## src/rtl/npc_pkg.sv

```systemverilog
// Shared encodings and constants for the next-PC generator.
// FSM states, redirect-source codes and instruction-field widths.
package npc_pkg;

  localparam logic [1:0] ST_BOOT = 2'd0;
  localparam logic [1:0] ST_RUN  = 2'd1;
  localparam logic [1:0] ST_PEND = 2'd2;

  typedef enum logic [1:0] {
    SRC_NONE = 2'd0,
    SRC_BR   = 2'd1,
    SRC_J    = 2'd2,
    SRC_JR   = 2'd3
  } src_e;

  localparam int unsigned INSN_BYTES = 4;
  localparam int unsigned JIDX_W     = 26;
  localparam int unsigned BOFF_W     = 16;

endpackage

```

## src/rtl/npc_target.sv

```systemverilog
// Combinational redirect target, source select and link address.
// NPC_DELAY_SLOT_EN: link is br_pc+8 and the delay-slot pc is exported.
module npc_target
  import npc_pkg::*;
#(
  parameter int unsigned XLEN = 32
) (
  input  logic              br_valid_i,
  input  logic              br_taken_i,
  input  logic [XLEN-1:0]   br_pc_i,
  input  logic [BOFF_W-1:0] br_imm_i,
  input  logic              j_valid_i,
  input  logic [JIDX_W-1:0] j_imm_i,
  input  logic              jr_valid_i,
  input  logic [XLEN-1:0]   jr_target_i,
  output src_e              src_o,
  output logic [XLEN-1:0]   target_o,
  output logic              misalign_o,
`ifdef NPC_DELAY_SLOT_EN
  output logic [XLEN-1:0]   seq_pc_o,
`endif
  output logic [XLEN-1:0]   link_addr_o
);

  logic [XLEN-1:0] seq;
  logic [XLEN-1:0] boff;
  logic [XLEN-1:0] br_tgt;
  logic [XLEN-1:0] j_tgt;
  logic [XLEN-1:0] jr_tgt;

  assign seq  = br_pc_i + XLEN'(INSN_BYTES);
  assign boff = {{(XLEN-BOFF_W-2){br_imm_i[BOFF_W-1]}},
                 br_imm_i, 2'b00};

  assign br_tgt = seq + boff;
  assign j_tgt  = {seq[XLEN-1:JIDX_W+2], j_imm_i, 2'b00};
  assign jr_tgt = {jr_target_i[XLEN-1:2], 2'b00};

  // Fixed priority: jr over j over taken branch
  always_comb begin
    src_o = SRC_NONE;
    if (jr_valid_i)
      src_o = SRC_JR;
    else if (j_valid_i)
      src_o = SRC_J;
    else if (br_valid_i && br_taken_i)
      src_o = SRC_BR;
  end

  // Target mux driven by the selected source
  always_comb begin
    unique case (src_o)
      SRC_JR:  target_o = jr_tgt;
      SRC_J:   target_o = j_tgt;
      default: target_o = br_tgt;
    endcase
  end

  assign misalign_o = jr_valid_i && (jr_target_i[1:0] != 2'b00);

`ifdef NPC_DELAY_SLOT_EN
  assign seq_pc_o    = seq;
  assign link_addr_o = br_pc_i + XLEN'(2 * INSN_BYTES);
`else
  assign link_addr_o = seq;
`endif

endmodule

```

## src/rtl/pc_gen.sv

```systemverilog
// PC register, boot/run FSM and fetch handshake.
// NPC_DELAY_SLOT_EN: adds PEND state holding a deferred target.
module pc_gen
  import npc_pkg::*;
#(
  parameter int unsigned     XLEN     = 32,
  parameter logic [XLEN-1:0] RESET_PC = 32'h0000_3000
) (
  input  logic              clk,
  input  logic              rst,
  input  logic              fetch_ready,
  output logic [XLEN-1:0]   pc,
  output logic              pc_valid,
  input  logic              br_valid,
  input  logic              br_taken,
  input  logic [XLEN-1:0]   br_pc,
  input  logic [BOFF_W-1:0] br_imm,
  input  logic              j_valid,
  input  logic [JIDX_W-1:0] j_imm,
  input  logic              jr_valid,
  input  logic [XLEN-1:0]   jr_target,
  output logic [XLEN-1:0]   link_addr,
  output logic              flush,
  output logic              misalign
);

  logic [1:0]      state_q, state_d;
  logic [XLEN-1:0] pc_q, pc_d;
  logic            pc_valid_q, pc_valid_d;
  logic            flush_q, flush_d;
  logic            mis_q, mis_d;
  src_e            src;
  logic [XLEN-1:0] target;
  logic            mis_req;
  logic            redirect;
  logic            fire;
`ifdef NPC_DELAY_SLOT_EN
  logic [XLEN-1:0] tgt_q, tgt_d;
  logic [XLEN-1:0] seq_pc;
`endif

  npc_target #(
    .XLEN (XLEN)
  ) u_target (
    .br_valid_i  (br_valid),
    .br_taken_i  (br_taken),
    .br_pc_i     (br_pc),
    .br_imm_i    (br_imm),
    .j_valid_i   (j_valid),
    .j_imm_i     (j_imm),
    .jr_valid_i  (jr_valid),
    .jr_target_i (jr_target),
    .src_o       (src),
    .target_o    (target),
    .misalign_o  (mis_req),
`ifdef NPC_DELAY_SLOT_EN
    .seq_pc_o    (seq_pc),
`endif
    .link_addr_o (link_addr)
  );

  assign redirect = (src != SRC_NONE);
  assign fire     = pc_valid_q && fetch_ready;

  // Next-state: boot, sequential advance and redirects
  always_comb begin
    state_d    = state_q;
    pc_d       = pc_q;
    pc_valid_d = pc_valid_q;
    flush_d    = 1'b0;
    mis_d      = 1'b0;
`ifdef NPC_DELAY_SLOT_EN
    tgt_d      = tgt_q;
`endif
    unique case (state_q)
      ST_BOOT: begin
        pc_valid_d = 1'b1;
        state_d    = ST_RUN;
      end
      ST_RUN: begin
        if (redirect) begin
          mis_d = mis_req;
`ifdef NPC_DELAY_SLOT_EN
          if (pc_q == seq_pc) begin
            if (fire) begin
              pc_d = target;
            end else begin
              tgt_d   = target;
              state_d = ST_PEND;
            end
          end else begin
            pc_d    = target;
            flush_d = 1'b1;
          end
`else
          pc_d    = target;
          flush_d = 1'b1;
`endif
        end else if (fire) begin
          pc_d = pc_q + XLEN'(INSN_BYTES);
        end
      end
`ifdef NPC_DELAY_SLOT_EN
      ST_PEND: begin
        if (redirect) begin
          tgt_d = target;
          mis_d = mis_req;
        end
        if (fire) begin
          pc_d    = redirect ? target : tgt_q;
          state_d = ST_RUN;
        end
      end
`endif
      default: state_d = ST_BOOT;
    endcase
  end

  // State registers with asynchronous reset
  always_ff @(posedge clk or posedge rst) begin
    if (rst) begin
      state_q    <= ST_BOOT;
      pc_q       <= RESET_PC;
      pc_valid_q <= 1'b0;
      flush_q    <= 1'b0;
      mis_q      <= 1'b0;
`ifdef NPC_DELAY_SLOT_EN
      tgt_q      <= '0;
`endif
    end else begin
      state_q    <= state_d;
      pc_q       <= pc_d;
      pc_valid_q <= pc_valid_d;
      flush_q    <= flush_d;
      mis_q      <= mis_d;
`ifdef NPC_DELAY_SLOT_EN
      tgt_q      <= tgt_d;
`endif
    end
  end

  assign pc       = pc_q;
  assign pc_valid = pc_valid_q;
  assign flush    = flush_q;
  assign misalign = mis_q;

endmodule

```

## config.mk

```make
export PLATFORM = sky130hd
export DESIGN_NAME = pc_gen
export DESIGN_NICKNAME = d
export VERILOG_FILES = /design/src/rtl/npc_pkg.sv /design/src/rtl/npc_target.sv /design/src/rtl/pc_gen.sv
export SDC_FILE = /design/constraint.sdc
export NUM_CORES = 1
export LEC_CHECK = 0
export ABC_AREA = 1
export BUFFER_PORTS_ARGS = -buffer_cell sky130_fd_sc_hd__buf_4
export CAP_MARGIN = 20
export CELL_PAD_IN_SITES_DETAIL_PLACEMENT = 0
export CELL_PAD_IN_SITES_GLOBAL_PLACEMENT = 1
export CORE_UTILIZATION = 38
export CTS_BUF_LIST = sky130_fd_sc_hd__clkbuf_8 sky130_fd_sc_hd__clkbuf_16
export DETAILED_ROUTE_END_ITERATION = 12
export PLACE_DENSITY = 0.9
export SLEW_MARGIN = 5
export SYNTH_ARGS = -nofsm -noshare
export SYNTH_HDL_FRONTEND = slang
export SYNTH_SLANG_ARGS = --single-unit
```

## constraint.sdc

```tcl
create_clock -name clk -period 4.55 [get_ports clk]
set_input_delay 0.2275 -clock clk [delete_from_list [all_inputs] [get_ports clk]]
set_output_delay 0.2275 -clock clk [all_outputs]
set_load 0.02 [all_outputs]
```

Yosys cells after proc, flatten, opt, wreduce, memory -nomap -nowiden --
Cells that the tools add are included.
Operators by class: add/sub/neg operators 3, equal/unequal tests 3, multiplexer cells 11, reduce and logical (&&, ||, !) cells 8
Operator list (count):
- $add A32 B3 Y32 const B | 2
- $mux W32 | 2
- $pmux W32 S2 | 1
- $add A32 B32 Y32 | 1
- $reduce_bool A2 Y1 | 3
- $mux W1 | 5
- $eq A2 B2 Y1 const B | 2
- $mux W2 | 2
- $pmux W2 S2 | 1
- $logic_and A1 B1 Y1 | 3
- $eq A2 B1 Y1 const B | 1
- $logic_not A2 Y1 | 1
- $reduce_and A2 Y1 | 1
Storage, ports and cells: flip-flop bits (word level) 37, logic and storage cells 30

Logic depth before layout (Yosys ltp) --
word-level depth 7, depth in mapped cells 25

By module --
From an unflattened synthesis, not the netlist that was laid out.
Unflattened totals: cell total of the unflattened synthesis 1087, area, all modules 5990.7 sq um
By module, submodules not included:
- npc_target | instances 1, cells each 684, area an instance 3438.3 sq um
- pc_gen | instances 1, cells each 403, area an instance 2552.4 sq um

Worst setup path before layout --
No wires, ideal clock.
path kind input -> register, start input port br_pc[2], end register pc_q[30], in the netlist pc[30], arrival 2.879 ns, path slack 1.594 ns, stages on the path 20, path buffers 0, cell sequence ha_1 > nand2_1 > nor2_2 > inv_2 > nor4_4 > nand3_2 > nor2_1 > xor2_1 > ha_1 > nand2_1 > inv_1 > a21oi_1 > nand2_1 > a21oi_1 > nand2_1 > nand2_1 > nand3_1 > nand2_1 > nand2_1 > a21oi_1
Between the ends: word-level cells in the longest chain between the ends 4
RTL lines:
- start: declaration | RTL line pc_gen.sv:16 | input logic [XLEN-1:0] br_pc,
- $add A32 B3 Y32 | RTL line npc_target.sv:31 | assign seq = br_pc_i + XLEN'(INSN_BYTES);
- named net link_addr[20] | RTL line pc_gen.sv:22 | output logic [XLEN-1:0] link_addr,
- $add A32 B32 Y32 | RTL line npc_target.sv:35 | assign br_tgt = seq + boff;
- $pmux W32 S2 | RTL line npc_target.sv:52 | unique case (src_o)
- $mux W32 | RTL line pc_gen.sv:81 | if (redirect) begin
- end signal: assignment | RTL line pc_gen.sv:132 | pc_q <= pc_d;
- end: declaration | RTL line pc_gen.sv:28 | logic [XLEN-1:0] pc_q, pc_d;
The timed path passes the listed nets, and every way through them passes these cells. A chain may end at the register's enable or synchronous reset.

Worst setup path in the final report --
start input port br_pc[2], end register pc_q[23], in the netlist pc[23]
Between the ends: word-level cells in the longest chain between the ends 4
RTL lines (RTL line):
- $add A32 B3 Y32 | npc_target.sv:31
- $add A32 B32 Y32 | npc_target.sv:35
- $pmux W32 S2 | npc_target.sv:52
- $mux W32 | pc_gen.sv:81
No other way between the ends.

==> impl_metrics.csv <==
group,metric,value,unit
placed_design,io_buffers,179,
worst_setup_path,slowest_stage,"nor4_4",
worst_setup_path,slowest_delay,340,ps
sta,period_needed,3080,ps
worst_setup_path,critical_path_arrival,3290,ps
synthesis,synth_compound_gate_area_share,0.117,
synthesis,yosysWarnings,0,
synthesis,synth_nets,1226,
floorplan,core,0.0153,mm²
detailed_routing,remaining_drc_errors,0,
synthesis,synthArstFlopShare,1.00,
synthesis,yosysSeqAreaShare,0.151,
synthesis,synth_area_leader_cell,"nand2_1",
final_layout,syn_to_final_growth,28.9,%
floorplan,fp.dieW,127,µm
detailed_routing,routed_wl,22300,µm
status,status,"completed",
placed_design,dp_hpwl,18300,µm
floorplan,die_h,127,µm
detailed_routing,vias,7309,
sta,hold_violations,0,
sta,drv_slew,0,
clocking,cts_hold_buf,0,
synthesis,synth_cells,1078,
power_and_ir_drop,power.density,221,mW/mm²
synthesis,synth_top_area_frac,0.236,
final_layout,stdcell_area,0.00770,mm²
sta,tns,0,ps
worst_setup_path,endpoint_kind,"flop",
clocking,cts-resized-gates,0,
clocking,cts_num_sinks,36,
sta,finalCritPeriodShare,0.678,
clocking,cts_tree,"built",
global_routing,grt_pass1_wl,35400,µm
clocking,clk_pin_slew,60,ps
detailed_routing,final_antenna_net_count,0,
synthesis,synth_area,0.00597,mm²
sta,fin_skew,6.77,ps
synthesis,ys_seq_elements,36,
final_layout,antenna_cells,0,
floorplan,initial_core_util,0.391,
power_and_ir_drop,ir_worst_vdd,0.176,mV
floorplan,die-area,0.0162,mm²
floorplan,top_level_ports,180,
synthesis,ys.flop_type,"dfrtp_1",
floorplan,rows,45,
global_routing,grt_pass1_vias,6906,
synthesis,synth_edf_count,0,
worst_hold_path,hold_class,"primary input to asynchronous set/reset pin",
global_routing,grt_max_degree,40,
synthesis,yosys-mux-area-fraction,0,
clocking,cts_made_buffers,5,
power_and_ir_drop,p_leak,4.15,nW
worst_setup_path,worstSetupPathType,"primary input to flop",
synthesis,syn_area_per_cell,5.54,µm²
synthesis,yosysMostFrequentCell,"nand2_1",
placed_design,gp_congestion,0.966,
detailed_routing,firstDrtPassIters,5,
placed_design,place_area,0.00751,mm²
synthesis,synthSimpleGateAreaFrac,0.484,
detailed_routing,wl_per_cell,15.3,µm
worst_setup_path,crit_required,4760,ps
synthesis,synth_fa_ha_area_frac,0.0746,
flow_run,cap_violations,0,
clocking,post_cts.repair.setup_buffers,0,
final_layout,fin_nets,1393,
clocking,root_buffer,"clkbuf_16",
worst_setup_path,worstPathCellList,"buf_4 > ha_1 > nand2_1 > nor2_2 > inv_2 > nor4_4 > nand3_2 > nor2_1 > xor2_1 > ha_1 > a21oi_1 > o21ai_0 > a21oi_1 > nand3_1 > nand2_1 > nand3_1 > nand2_1 > nand2_1 > a21oi_1",
synthesis,ys_types,49,
sta,max_freq,324,MHz
clocking,cts_buffer_depth,2,
sta,worstMarginPinSlew,658,ps
sta,slew_headroom,0.561,
worst_setup_path,start_kind,"primary input",
worst_setup_path,crit_top_cell,"nand2_1",
clocking,insertion_delay,290,ps
synthesis,synthTopCellsByArea,"nand2_1, dfrtp_1, inv_1, nand3_1, ha_1",
global_routing,overflow,0,
worst_setup_path,worstPathMaxFanout,5,
sta,rsz0062_at_grt,"no",
synthesis,synth_top_family_by_area,"simple AND/OR/NAND/NOR gates",
synthesis,synth_xor_area_frac,0.0484,
detailed_routing,drtIter0Drc,625,
global_routing,antenna_found_initial,0,
clocking,htree_levels,2,
global_routing,track_usage,0.277,
final_layout,drive_gt1_frac,0.193,
synthesis,synth_commonest_cells,"nand2_1, inv_1, nor2_1, nand3_1, a21oi_1",
sta,hold_ws,57.5,ps
detailed_routing,viasPerCell,5.02,
sta,setup_viol,0,
==> state kept, by name, indices dropped and copies added, names as in the netlist <==
| name | count |
|---|---|
| pc | 32 |
| flush | 1 |
| misalign | 1 |
| pc_valid | 1 |
| state_q | 1 |
==> critical path: cells and delay by family <==
| kind | cells | cell delay (ps) |
|---|---|---|
| AOI/OAI and AO/OA | 4 | 910 |
| xor gates and xnor gates | 1 | 230 |
| buffers and inverters | 2 | 160 |
| adders and majority gates | 2 | 500 |
| and+or+nand+nor | 10 | 1280 |
==> path summary, 6_finish.rpt <==
check,from,cells past startpoint,slack (ps),endpoint
setup reg to reg,pc[2],10,2090,pc[20]
hold / removal,rst,3,60,pc[6]
max in group asynchronous,rst,3,4120,pc[13]
setup / recovery,br_pc[2],19,1470,pc[23]
min in group clk,br_pc[1],3,170,pc[1]
hold reg to reg,pc_valid,1,500,pc_valid
==> cell usage in the layout, fill, tap and decap left out, types with 2 or more instances in the layout <==
cell type	synthesis	routed
xnor2_1	12	12
ha_1	34	34
a21oi_1	54	54
o211ai_1	3	3
nor4_1	4	4
a22o_1	10	10
o21a_1	2	2
nand4_1	16	16
o21ai_0	23	23
a31oi_1	3	3
or2_2	7	7
or2_1	2	2
nand3_2	5	5
a221oi_1	4	4
buf_4	2	184
nor3_2	2	2
nand3_1	91	91
dfstp_2	2	2
nor2_1	107	106
a22oi_1	2	2
xor2_1	21	21
inv_1	159	159
nor2_4	5	5
nor3_1	20	20
o21ai_1	4	4
dfrtp_1	34	34
o21bai_1	7	7
inv_2	8	8
clkbuf_16	0	5
nand3b_1	8	8
nor2_2	5	6
nand2_2	9	9
nand2_1	376	376
==> per-layer routing <==
layer	global-route usage	wire, µm	share of wire
met5	0	0	0
met4	0.0469	334	0.015
met3	0.0473	1510	0.068
met2	0.451	9900	0.44
met1	0.387	10600	0.47
==> cells by family after synthesis <==
| group | count (synthesis) |
|---|---|
| flops | 36 |
| compound gates | 117 |
| other cells | 1 |
| buf+inv | 193 |
| xor+xnor | 33 |
| simple gates | 663 |
| fa+ha+maj | 35 |
==> report_power, final <==
| group | switching (mW) | internal (mW) | leakage, nW |
|---|---|---|---|
| combinational | 0.514 | 0.336 | 3.64 |
| clock | 0.143 | 0.257 | 0.0798 |
| sequential | 0.0833 | 0.368 | 0.429 |
==> layout make-up <==
cell class | instances | area [µm²]
clock inverter | 3 | 42.5
multi-input combinational | 849 | 4330
inverter | 168 | 631
timing repair buffer | 185 | 1410
sequential | 36 | 903
tap | 211 | 264
fill | 1641 | 7560
clock buffer | 5 | 125
==> through the flow <==
stage | power, mW | utilization | std cells | setup WS (ps)
after floorplan | 0.953 | - | 1078 | 1590
after CTS | 1.70 | 0.503 | 1456 | 1530
after detailed placement | 1.30 | 0.492 | 1448 | 1240
after global placement | 1.29 | 0.492 | 1448 | 1210
final | 1.70 | 0.505 | 1457 | 1470
after global routing | 1.83 | 0.505 | 1457 | 1110
Power figures use the tool's default switching activity.
